--- config.mk ---
export PLATFORM = sky130hd
export DESIGN_NAME = comparator_sweep_driver
export DESIGN_NICKNAME = d
export VERILOG_FILES = /design/src/rtl/comparator_sweep_driver_pkg.sv /design/src/rtl/comparator_sweep_driver_cmp_golden.sv /design/src/rtl/comparator_sweep_driver.sv
export SDC_FILE = /design/constraint.sdc
export NUM_CORES = 1
export LEC_CHECK = 0
export ABC_AREA = 1
export CAP_MARGIN = 0
export CORE_AREA = 2 2 39 41
export CTS_BUF_LIST = sky130_fd_sc_hd__clkbuf_4
export DETAILED_ROUTE_END_ITERATION = 8
export DIE_AREA = 0 0 41 43
export PLACE_DENSITY = 0.85
export SLEW_MARGIN = 30
export SYNTH_ARGS = -nofsm -noshare
export SYNTH_HDL_FRONTEND = slang
export SYNTH_SLANG_ARGS = --single-unit
--- constraint.sdc ---
create_clock -name clk -period 1.9 [get_ports clk]
set_clock_uncertainty 0.05 [all_clocks]
set_input_delay 0.38 -clock clk [delete_from_list [all_inputs] [get_ports clk]]
set_output_delay 0.38 -clock clk [all_outputs]
set_load 0.05 [all_outputs]
--- src/rtl/comparator_sweep_driver_pkg.sv ---
// Shared definitions for the comparator sweep driver: FSM state encodings and
// the bit positions of the GT/EQ/LT flags inside a 3-bit flag vector.
package comparator_sweep_driver_pkg;

  typedef enum logic [2:0] {
    ST_IDLE  = 3'd0,
    ST_DRIVE = 3'd1,
    ST_WAIT  = 3'd2,
    ST_CHECK = 3'd3,
    ST_DONE  = 3'd4
  } state_e;

  localparam int FLAG_GT = 2;
  localparam int FLAG_EQ = 1;
  localparam int FLAG_LT = 0;

endpackage

--- src/rtl/comparator_sweep_driver_cmp_golden.sv ---
// Combinational golden magnitude comparator: the expected {GT, EQ, LT} flags
// for a pair of unsigned WIDTH-bit operands.
module cmp_golden
  import comparator_sweep_driver_pkg::*;
#(
  parameter int WIDTH = 1
) (
  input  logic [WIDTH-1:0] a_in,
  input  logic [WIDTH-1:0] b_in,
  output logic [2:0]       exp_flags
);

  always_comb begin
    exp_flags          = '0;
    exp_flags[FLAG_GT] = (a_in > b_in);
    exp_flags[FLAG_EQ] = (a_in == b_in);
    exp_flags[FLAG_LT] = (a_in < b_in);
  end

endmodule

--- src/rtl/comparator_sweep_driver.sv ---
// Exhaustive sweep of every {A,B} operand pair onto an external comparator,
// checking its flags against cmp_golden. Build option: CMP_SWEEP_STOP_ON_FAIL_EN.
module comparator_sweep_driver
  import comparator_sweep_driver_pkg::*;
#(
  parameter  int WIDTH  = 1,
  parameter  int SETTLE = 1,
  localparam int ERR_W  = 2*WIDTH + 1
) (
  input  logic             clk,
  input  logic             rst_n,
  input  logic             start,
  output logic [WIDTH-1:0] A_out,
  output logic [WIDTH-1:0] B_out,
  input  logic             GT_in,
  input  logic             EQ_in,
  input  logic             LT_in,
  output logic             busy,
  output logic             done,
  output logic             pass,
  output logic [ERR_W-1:0] err_count,
  output state_e           dbg_state
);

  // Handshake: start is a single-cycle request; it is accepted only in IDLE or
  // DONE (busy=0) and is ignored while busy=1. There is no ready/ack back.

  localparam int IDX_W = 2*WIDTH;
  localparam int CNT_W = (SETTLE > 1) ? $clog2(SETTLE) : 1;
  localparam logic [CNT_W-1:0] CNT_LOAD = CNT_W'((SETTLE > 0) ? SETTLE - 1 : 0);

  state_e           state_q, state_d;
  logic [IDX_W-1:0] idx_q, idx_d;
  logic [WIDTH-1:0] a_q, a_d, b_q, b_d;
  logic [CNT_W-1:0] cnt_q, cnt_d;
  logic [ERR_W-1:0] err_q, err_d;
  logic [2:0]       exp_flags;
  logic [2:0]       obs_flags;
  logic             mismatch;

  cmp_golden #(.WIDTH(WIDTH)) u_golden (
    .a_in      (a_q),
    .b_in      (b_q),
    .exp_flags (exp_flags)
  );

  // Any flag pattern that is not exactly the golden one-hot vector is an error.
  always_comb begin
    obs_flags          = '0;
    obs_flags[FLAG_GT] = GT_in;
    obs_flags[FLAG_EQ] = EQ_in;
    obs_flags[FLAG_LT] = LT_in;
    mismatch           = (obs_flags != exp_flags);
  end

  always_comb begin
    state_d = state_q;
    idx_d   = idx_q;
    a_d     = a_q;
    b_d     = b_q;
    cnt_d   = cnt_q;
    err_d   = err_q;
    case (state_q)
      ST_IDLE, ST_DONE: begin
        if (start) begin
          state_d = ST_DRIVE;
          idx_d   = '0;
          err_d   = '0;
        end
      end
      ST_DRIVE: begin
        a_d     = idx_q[IDX_W-1:WIDTH];
        b_d     = idx_q[WIDTH-1:0];
        cnt_d   = CNT_LOAD;
        state_d = (SETTLE == 0) ? ST_CHECK : ST_WAIT;
      end
      ST_WAIT: begin
        if (cnt_q == '0) state_d = ST_CHECK;
        else             cnt_d   = cnt_q - 1'b1;
      end
      ST_CHECK: begin
        if (mismatch && (err_q != '1)) err_d = err_q + 1'b1;
`ifdef CMP_SWEEP_STOP_ON_FAIL_EN
        if (mismatch || (idx_q == '1)) begin
          state_d = ST_DONE;
        end else begin
          idx_d   = idx_q + 1'b1;
          state_d = ST_DRIVE;
        end
`else
        if (idx_q == '1) begin
          state_d = ST_DONE;
        end else begin
          idx_d   = idx_q + 1'b1;
          state_d = ST_DRIVE;
        end
`endif
      end
      default: state_d = ST_IDLE;
    endcase
  end

  always_ff @(posedge clk or negedge rst_n) begin
    if (!rst_n) begin
      state_q <= ST_IDLE;
      idx_q   <= '0;
      a_q     <= '0;
      b_q     <= '0;
      cnt_q   <= '0;
      err_q   <= '0;
    end else begin
      state_q <= state_d;
      idx_q   <= idx_d;
      a_q     <= a_d;
      b_q     <= b_d;
      cnt_q   <= cnt_d;
      err_q   <= err_d;
    end
  end

  assign A_out     = a_q;
  assign B_out     = b_q;
  assign busy      = (state_q == ST_DRIVE) || (state_q == ST_WAIT) || (state_q == ST_CHECK);
  assign done      = (state_q == ST_DONE);
  assign pass      = (state_q == ST_DONE) && (err_q == '0);
  assign err_count = err_q;
  assign dbg_state = state_q;

endmodule

Word level (Yosys, flattened, before mapping)

Cells that the tools add are included.

Register bits after elaboration: 11
Output and inout bits: 11
Bits of input ports: 6

Muxes and demuxes: 12
Add/sub/neg operators: 3
Magnitude comparators: 2
Reductions and logical operators: 12
Equal/unequal tests: 12

Operators by type and width:

| operator                                             | number |
|---|---|
| 2-to-1 mux 3 bit                                     | 5 |
| one-hot mux 3 bit (4 select lines)                   | 1 |
| != test 2 bit (second input constant)                | 4 |
| equality test 3 x 2 -> 1 bit (second input constant) | 2 |
| zero test 3 bit                                      | 2 |
| one-hot mux 3 bit (2 select lines)                   | 1 |
| AND reduction 3 bit                                  | 2 |
| 2-to-1 mux 2 bit                                     | 2 |
| one-hot mux 2 bit (2 select lines)                   | 1 |
| nonzero test 2 bit                                   | 2 |
| adder 3 x 1 -> 3 bit (second input constant)         | 1 |
| equality test 3 x 1 -> 1 bit (second input constant) | 1 |
| equality test 3 bit (second input constant)          | 1 |
| != test 3 bit                                        | 1 |
| != test 3 bit (second input constant)                | 1 |
| adder 2 x 1 -> 2 bit (second input constant)         | 1 |
| equality test 2 bit (second input constant)          | 1 |
| logical AND 1 bit                                    | 2 |
| logical OR 1 bit                                     | 2 |
| one-hot mux 1 bit (2 select lines)                   | 1 |
| AND reduction 2 bit                                  | 1 |
| OR reduction 2 bit                                   | 1 |
| equality test 1 bit                                  | 1 |
| > comparator 1 bit                                   | 1 |
| other kinds (3)                                      | 3 |

Depth between registers and ports, before layout

Gate-level depths: netlist of the first run.

Word-level depth: 5
Depth in mapped cells: 12

By module

A second synthesis of the first run with hierarchy kept.

Cells, all modules: 76
Area, all modules: 604.3 µm²

Modules (own cells, without submodules):

| module                  | cells each | times used | area each (µm²) |
|---|---|---|---|
| comparator_sweep_driver | 72         | 1          | 571.8 |
| cmp_golden              | 4          | 1          | 32.5 |

Worst setup path after synthesis of the first run

No wires, ideal clock.

Path kind: register to output
From: register state_q[1] (netlist: dbg_state[1])
To: output pass
Data required time: 1.470 ns
Buffers on the path: 0
Path slack: -0.895 ns
Data arrival time: 2.365 ns
Cell stages (with the launch flop): 6
Cell sequence: dfrtp_1 inv_1 nand2_1 nor2_1 nand2_1 nor2_1

Word-level cells in the longest chain between the ends: 2

Ends and longest elaborated chain:

| item                   | line                           | source |
|---|---|---|
| start, declared        | comparator_sweep_driver.sv:32  | `state_e state_q, state_d;` |
| start signal, assigned | comparator_sweep_driver.sv:112 | `state_q <= state_d;` |
| equality test 3 bit    | n/a                            |  |
| net done               | comparator_sweep_driver.sv:19  | `output logic done,` |
| logical AND 1 bit      | comparator_sweep_driver.sv:125 | `assign pass = (state_q == ST_DONE) && (err_q == '0);` |
| end, declared          | comparator_sweep_driver.sv:20  | `output logic pass,` |

The timed path passes the listed nets, and every way through them passes these cells.

Worst setup path in the final report of the first run

From: register state_q[1] (netlist: dbg_state[1])
To: output pass

Word-level cells in the longest chain between the ends: 2

Ends and longest elaborated chain:

| item                | line |
|---|---|
| equality test 3 bit | comparator_sweep_driver.sv:125 |
| logical AND 1 bit   | comparator_sweep_driver.sv:125 |

Every way passes these cells.

==> results of run 1 <==
-- where the power goes --
part | switching [W] | internal (W) | leakage [nW] | total [W]
Sequential | 0.0000948 | 0.000313 | 0.123 | 0.000408
Combinational | 0.000666 | 0.000345 | 0.303 | 0.00101
Clock | 0.0000732 | 0.0000760 | 0.0154 | 0.000149
-- layer usage --
metal  share of wire  track usage  vias up  wire length [um]
li1                -            -      278                 -
met1            0.42        0.222      248               523
met2            0.50        0.263       16               625
met3           0.058       0.0314        4                72
met4           0.017       0.0600        0                21
met5               0            0        -                 0
-- flip-flops by register name (all words and copies together) (netlist names) --
register / flops
dbg_state: 3
err_count: 3
idx_q: 2
A_out: 1
B_out: 1
-- area by class of cell --
| class | instances | share of cell area |
|---|---|---|
| clock inverter | 1 | 0.00445 |
| multi-input combinational | 53 | 0.380 |
| clock buffer | 3 | 0.0267 |
| tap | 16 | 0.0237 |
| timing repair buffer | 16 | 0.202 |
| inverter | 14 | 0.0623 |
| sequential | 10 | 0.301 |
-- worst max-delay path by stage --
stage	from	end	cells after the start	slack [ps]
CTS	dbg_state[1]	pass	6	30
finish	dbg_state[1]	pass	6	70
global placement	EQ_in	err_count[1]	11	260
floorplan	dbg_state[1]	pass	5	8
detailed placement	EQ_in	err_count[0]	11	230
global route	dbg_state[1]	pass	6	10
-- critical path, stage by stage (launching register included) --
cell and delay, ps:
dfrtp_2 420, inv_2 110, nand2_2 120, nor2_4 140, nand2_2 80, nor2_4 130
buf_12 140
-- Yosys cell counts --
| cell type | n |
|---|---|
| a21oi_1 | 3 |
| a31oi_2 | 1 |
| dfrtp_1 | 10 |
| ha_1 | 6 |
| inv_1 | 12 |
| inv_2 | 2 |
| nand2_1 | 26 |
| nand3_1 | 5 |
| nor2_1 | 6 |
| nor3_4 | 1 |
| o21ai_0 | 1 |
| o21ai_1 | 1 |
| o21ai_2 | 1 |
| or2_4 | 1 |
| xnor2_1 | 1 |
-- through the flow --
stage,total power (W),area (um^2),worst slack (ps),cells
final,0.00157,843,72.3,113
after detailed placement,0.00142,817,235,109
after global routing,0.00169,843,10.2,113
after global placement,0.00138,817,260,109
after floorplan,0.00113,627,7.97,77
after CTS,0.00158,843,33.2,113
-- kinds of logic after synthesis --
group | share of synthesized area
compound gates | 0.0767
xor+xnor | 0.0145
fa+ha+maj | 0.124
buf+inv | 0.0871
flops | 0.415
simple gates | 0.282
-- timing repair --
action | in CTS | in global routing
hold buffers | 0 | 0
gates resized for setup | 0 | 0
setup endpoints to repair | 0 | 1
==> flow_summary_export.csv, run 1 <==
group,metric,value,unit
clock_network,cts_setup_buffers,0,
clock_network,cts.reportedPaths.clkPinSlew,60,ps
floorplanning,rows,14,
clock_network,cts_tree,"done",
timing,min_period,1830,ps
place,io_buffers,16,
floorplanning,die_h,43,um
place,gp_congestion,0.720,
timing,hold_viol_final,0,
timing,rsz0062_at_grt,"false",
critical_path,crit_required,1470,ps
timing,slew_headroom,0.702,
clock_network,clkSinkCount,10,
logic_synthesis,yosysWarnings,0,
critical_path,cp-end-kind,"primary output",
floorplanning,io_pins,17,
routing,via_count,546,
routing,drc,0,
final_layout,drive_gt1_frac,0.289,
critical_path,r2r_cells,12,
routing,firstDrtPassIters,4,
power_and_ir_drop,peakVddDrop,799,uV
final_layout,fillers,114,
floorplanning,die_area,1760,um^2
logic_synthesis,synth_seq_cells,10,
logic_synthesis,synthDistinctLibCells,15,
critical_path,critPathKind,"flop to primary output",
global_route,grt_max_degree,11,
global_route,grt_pass1_wl,2040,um
final_layout,final_common_cell,"nand2_1",
routing,wl_per_cell,11.0,um
final_layout,diodes,0,
run_status,status,"completed",
logic_synthesis,syn-num-nets,89,
clock_network,h-tree-depth,1,
critical_path,worstReg2RegEnd,"err_count[1]",
global_route,grt-ovfl-total,0,
logic_synthesis,synth_area,603,um^2
power_and_ir_drop,p_leak,0.441,nW
routing,ant_nets,0,
power_and_ir_drop,power_density,1860,nW/um^2
logic_synthesis,ys_seq_area_frac,0.415,
critical_path,crit_path_start_kind,"flop",
clock_network,cts-root-buf,"clkbuf_4",
timing,tns,0,ps
floorplanning,core,1380,um^2
logic_synthesis,syn_inst,77,
final_layout,register_area,254,um^2
logic_synthesis,syn_avg_cell_area,7.83,um^2
floorplanning,dieWidth,41,um
critical_path,rrSetupSlack,340,ps
timing,maxSlewViolCount,0,
final_layout,synthToLayoutAreaGrowth,39.8,%
logic_synthesis,synth_top_area_share,0.415,
final_layout,nets,110,
flow_run,max-cap-violations,0,
timing,hold_ws,373,ps
timing,fin_crit_sh,0.962,
final_layout,layout_common_cells,"nand2_1 (24), inv_1 (11), buf_4 (8), dfrtp_1 (7), ha_1 (6)",
timing,setup_viol,0,
final_layout,final_util,0.609,
place,hpwl,981,um
logic_synthesis,synth_area_leaders,"dfrtp_1 (41%), nand2_1 (16%), ha_1 (12%)",
timing,fmax,547,MHz
routing,drt_iter0_drc,11,
global_route,grt_usage,0.168,
clock_network,cts_made_buffers,3,
global_route,antenna_found_initial,0,
routing,routed_wl,1240,um
critical_path,arrival,1400,ps
global_route,first_global_vias,530,
floorplanning,start_util,0.436,
routing,via_per_inst,4.83,
final_layout,multiInputGateArea,320,um^2
timing,tightest_slew,446,ps
logic_synthesis,yosys.area.top_type,"dfrtp_1",
clock_network,clockBufferDepth,2,
clock_network,worstSkewPairLatency,270,ps
critical_path,regToRegStartpoint,"A_out",
hold_path,hp-class,"input pin to asynchronous set/reset pin",
critical_path,path_max_fanout,4,
(Power assumes the default switching activity.)
==> run 2: changes to the inputs <==
--- a/config.mk
+++ b/config.mk
@@ -7,10 +7,10 @@
 export LEC_CHECK = 0
 export ABC_AREA = 1
 export CAP_MARGIN = 0
-export CORE_AREA = 2 2 39 41
+export CORE_MARGIN = 2
+export CORE_UTILIZATION = 43
 export CTS_BUF_LIST = sky130_fd_sc_hd__clkbuf_4
 export DETAILED_ROUTE_END_ITERATION = 8
-export DIE_AREA = 0 0 41 43
 export PLACE_DENSITY = 0.85
 export SLEW_MARGIN = 30
 export SYNTH_ARGS = -nofsm -noshare
==> constraint.sdc (replaced) <==
create_clock -name clk -period 1.6 [get_ports clk]
set_clock_uncertainty 0.05 [all_clocks]
set_input_delay 0.32 -clock clk [delete_from_list [all_inputs] [get_ports clk]]
set_output_delay 0.32 -clock clk [all_outputs]
set_load 0.05 [all_outputs]
==> flow_summary_export.csv, run 2 (synthesis gave the netlist of run 1 again) <==
group,metric,value,unit
floorplanning,start_util,0.463,
critical_path,regToRegStartpoint,"dbg_state[1]",
timing,setup_viol,1,
timing,fin_crit_sh,1.01,
final_layout,drive_gt1_frac,0.426,
timing,maxSlewViolCount,0,
floorplanning,die_area,1720,um^2
place,hpwl,1050,um
floorplanning,core,1300,um^2
place,gp_congestion,0.716,
critical_path,worstReg2RegEnd,"idx_q[0]",
clock_network,worstSkewPairLatency,270,ps
routing,routed_wl,1550,um
routing,ant_nets,0,
critical_path,crit_path_start_kind,"flop",
place,io_buffers,16,
floorplanning,io_pins,17,
floorplanning,die_h,41.5,um
timing,min_period,1610,ps
critical_path,path_max_fanout,4,
floorplanning,rows,13,
critical_path,crit_required,1230,ps
clock_network,clkSinkCount,10,
timing,setup_ws,-13.7,ps
routing,wl_per_cell,12.6,um
final_layout,final_util,0.813,
clock_network,cts.reportedPaths.clkPinSlew,70,ps
timing,hold_viol_final,0,
final_layout,layout_common_cells,"nand2_1 (22), buf_12 (11), buf_4 (11), inv_1 (10)",
critical_path,max_stage_delay,430,ps
run_status,status,"complete, but fails checks",
critical_path,cp-end-kind,"primary output",
timing,fmax,620,MHz
clock_network,post_cts_hold_buffer_count,0,
final_layout,nets,121,
global_route,grt-ovfl-total,0,
power_and_ir_drop,peakVddDrop,1400,uV
clock_network,cts_made_buffers,3,
routing,via_per_inst,4.72,
final_layout,final_common_cell,"nand2_1",
global_route,grt_max_degree,11,
critical_path,slowest_stage,"dfrtp_2",
global_route,first_global_vias,591,
critical_path,crit_top_cell,"nor2_4",
critical_path,critPathKind,"flop to primary output",
global_route,grt_usage,0.192,
hold_path,hp-class,"input pin to asynchronous set/reset pin",
routing,firstDrtPassIters,4,
clock_network,cts-root-buf,"clkbuf_4",
floorplanning,dieWidth,41.5,um
critical_path,crit_chain,"inv_4, nand2_4, nor2_4, nand2_2, nor2_4, buf_12",
global_route,antenna_found_initial,0,
flow_run,max-cap-violations,0,
clock_network,clockBufferDepth,2,
clock_network,h-tree-depth,1,
critical_path,cp_num_buf_inv,2,
timing,tightest_slew,454,ps
critical_path,cpLargestDelayFamily,"flip-flops",
timing,slew_headroom,0.696,
critical_path,r2r_cells,8,
place,place_inst,108,
final_layout,layout.cells.non_filler,123,
routing,drt_iter0_drc,18,
routing,drc,0,
timing,hold_ws,310,ps
clock_network,cts_tree,"done",
final_layout,synthToLayoutAreaGrowth,75.5,%
critical_path,arrival,1240,ps
run_status,violations,"negative setup slack",
timing,rsz0062_at_grt,"true",
power_and_ir_drop,p_leak,0.534,nW
routing,via_count,580,
global_route,grt_pass1_wl,2460,um
final_layout,diodes,0,
power_and_ir_drop,power_density,2280,nW/um^2
critical_path,rrSetupSlack,80,ps
[run 2: what timing repair did]
| item | CTS | global route |
|---|---|---|
| setup buffers | 9 | 2 |
| gates resized for setup | 1 | 3 |
| pin swaps | 3 | 2 |
| setup endpoints to repair | 1 | 7 |
| hold endpoints to repair | 0 | 0 |
[run 2: final cells by class]
| type | count | area, um^2 |
|---|---|---|
| Multi-Input combinational cell | 53 | 347 |
| Clock buffer | 3 | 22.5 |
| Sequential cell | 10 | 256 |
| Clock inverter | 1 | 3.75 |
| Fill cell | 61 | 243 |
| Timing Repair Buffer | 27 | 353 |
| Inverter | 14 | 57.6 |
| Tap cell | 15 | 18.8 |
[run 2: metal layers]
metal  GRT usage  routed length, um
met5           0                  0
met4       0.129                 44
met3      0.0391                 60
met2       0.334                814
met1       0.206                634
[run 2: worst max path at each step]
stage	depth (start not counted)	from	slack, ps	endpoint
2_1_floorplan	5	dbg_state[1]	-190	pass
3_3_place_gp	11	EQ_in	70	err_count[2]
3_5_place_dp	11	EQ_in	-30	err_count[2]
4_1_cts	6	dbg_state[1]	-9	pass
5_1_grt	6	dbg_state[1]	-70	pass
6_report	6	dbg_state[1]	-10	pass
[run 2: worst reg2reg max path: stages, from the launching register on]
cell	delay [ps]
dfrtp_2	390
inv_4	50
buf_4	140
nor3_4	230
inv_2	70
o21ai_0	170
nand2_1	150
nand2_1	110
o21ai_2	60
[run 2: through the flow]
stage | setup slack [ps] | TNS (ps) | power (W) | instance area (um^2)
floorplan | -194 | -383 | 0.00138 | 639
global placement | 69.9 | 0 | 0.00194 | 928
detailed placement | -27.5 | -38.8 | 0.00199 | 928
CTS | -9.04 | -9.04 | 0.00233 | 1030
global route | -73.5 | -87.3 | 0.00256 | 1060
finish | -13.7 | -13.7 | 0.00241 | 1060
[run 2: where the power goes]
| part | leakage (nW) | switching, W | total (W) | internal, W |
|---|---|---|---|---|
| sequential | 0.121 | 0.000135 | 0.000512 | 0.000376 |
| combinational | 0.398 | 0.000920 | 0.00172 | 0.000800 |
| clock | 0.0154 | 0.0000888 | 0.000179 | 0.0000901 |
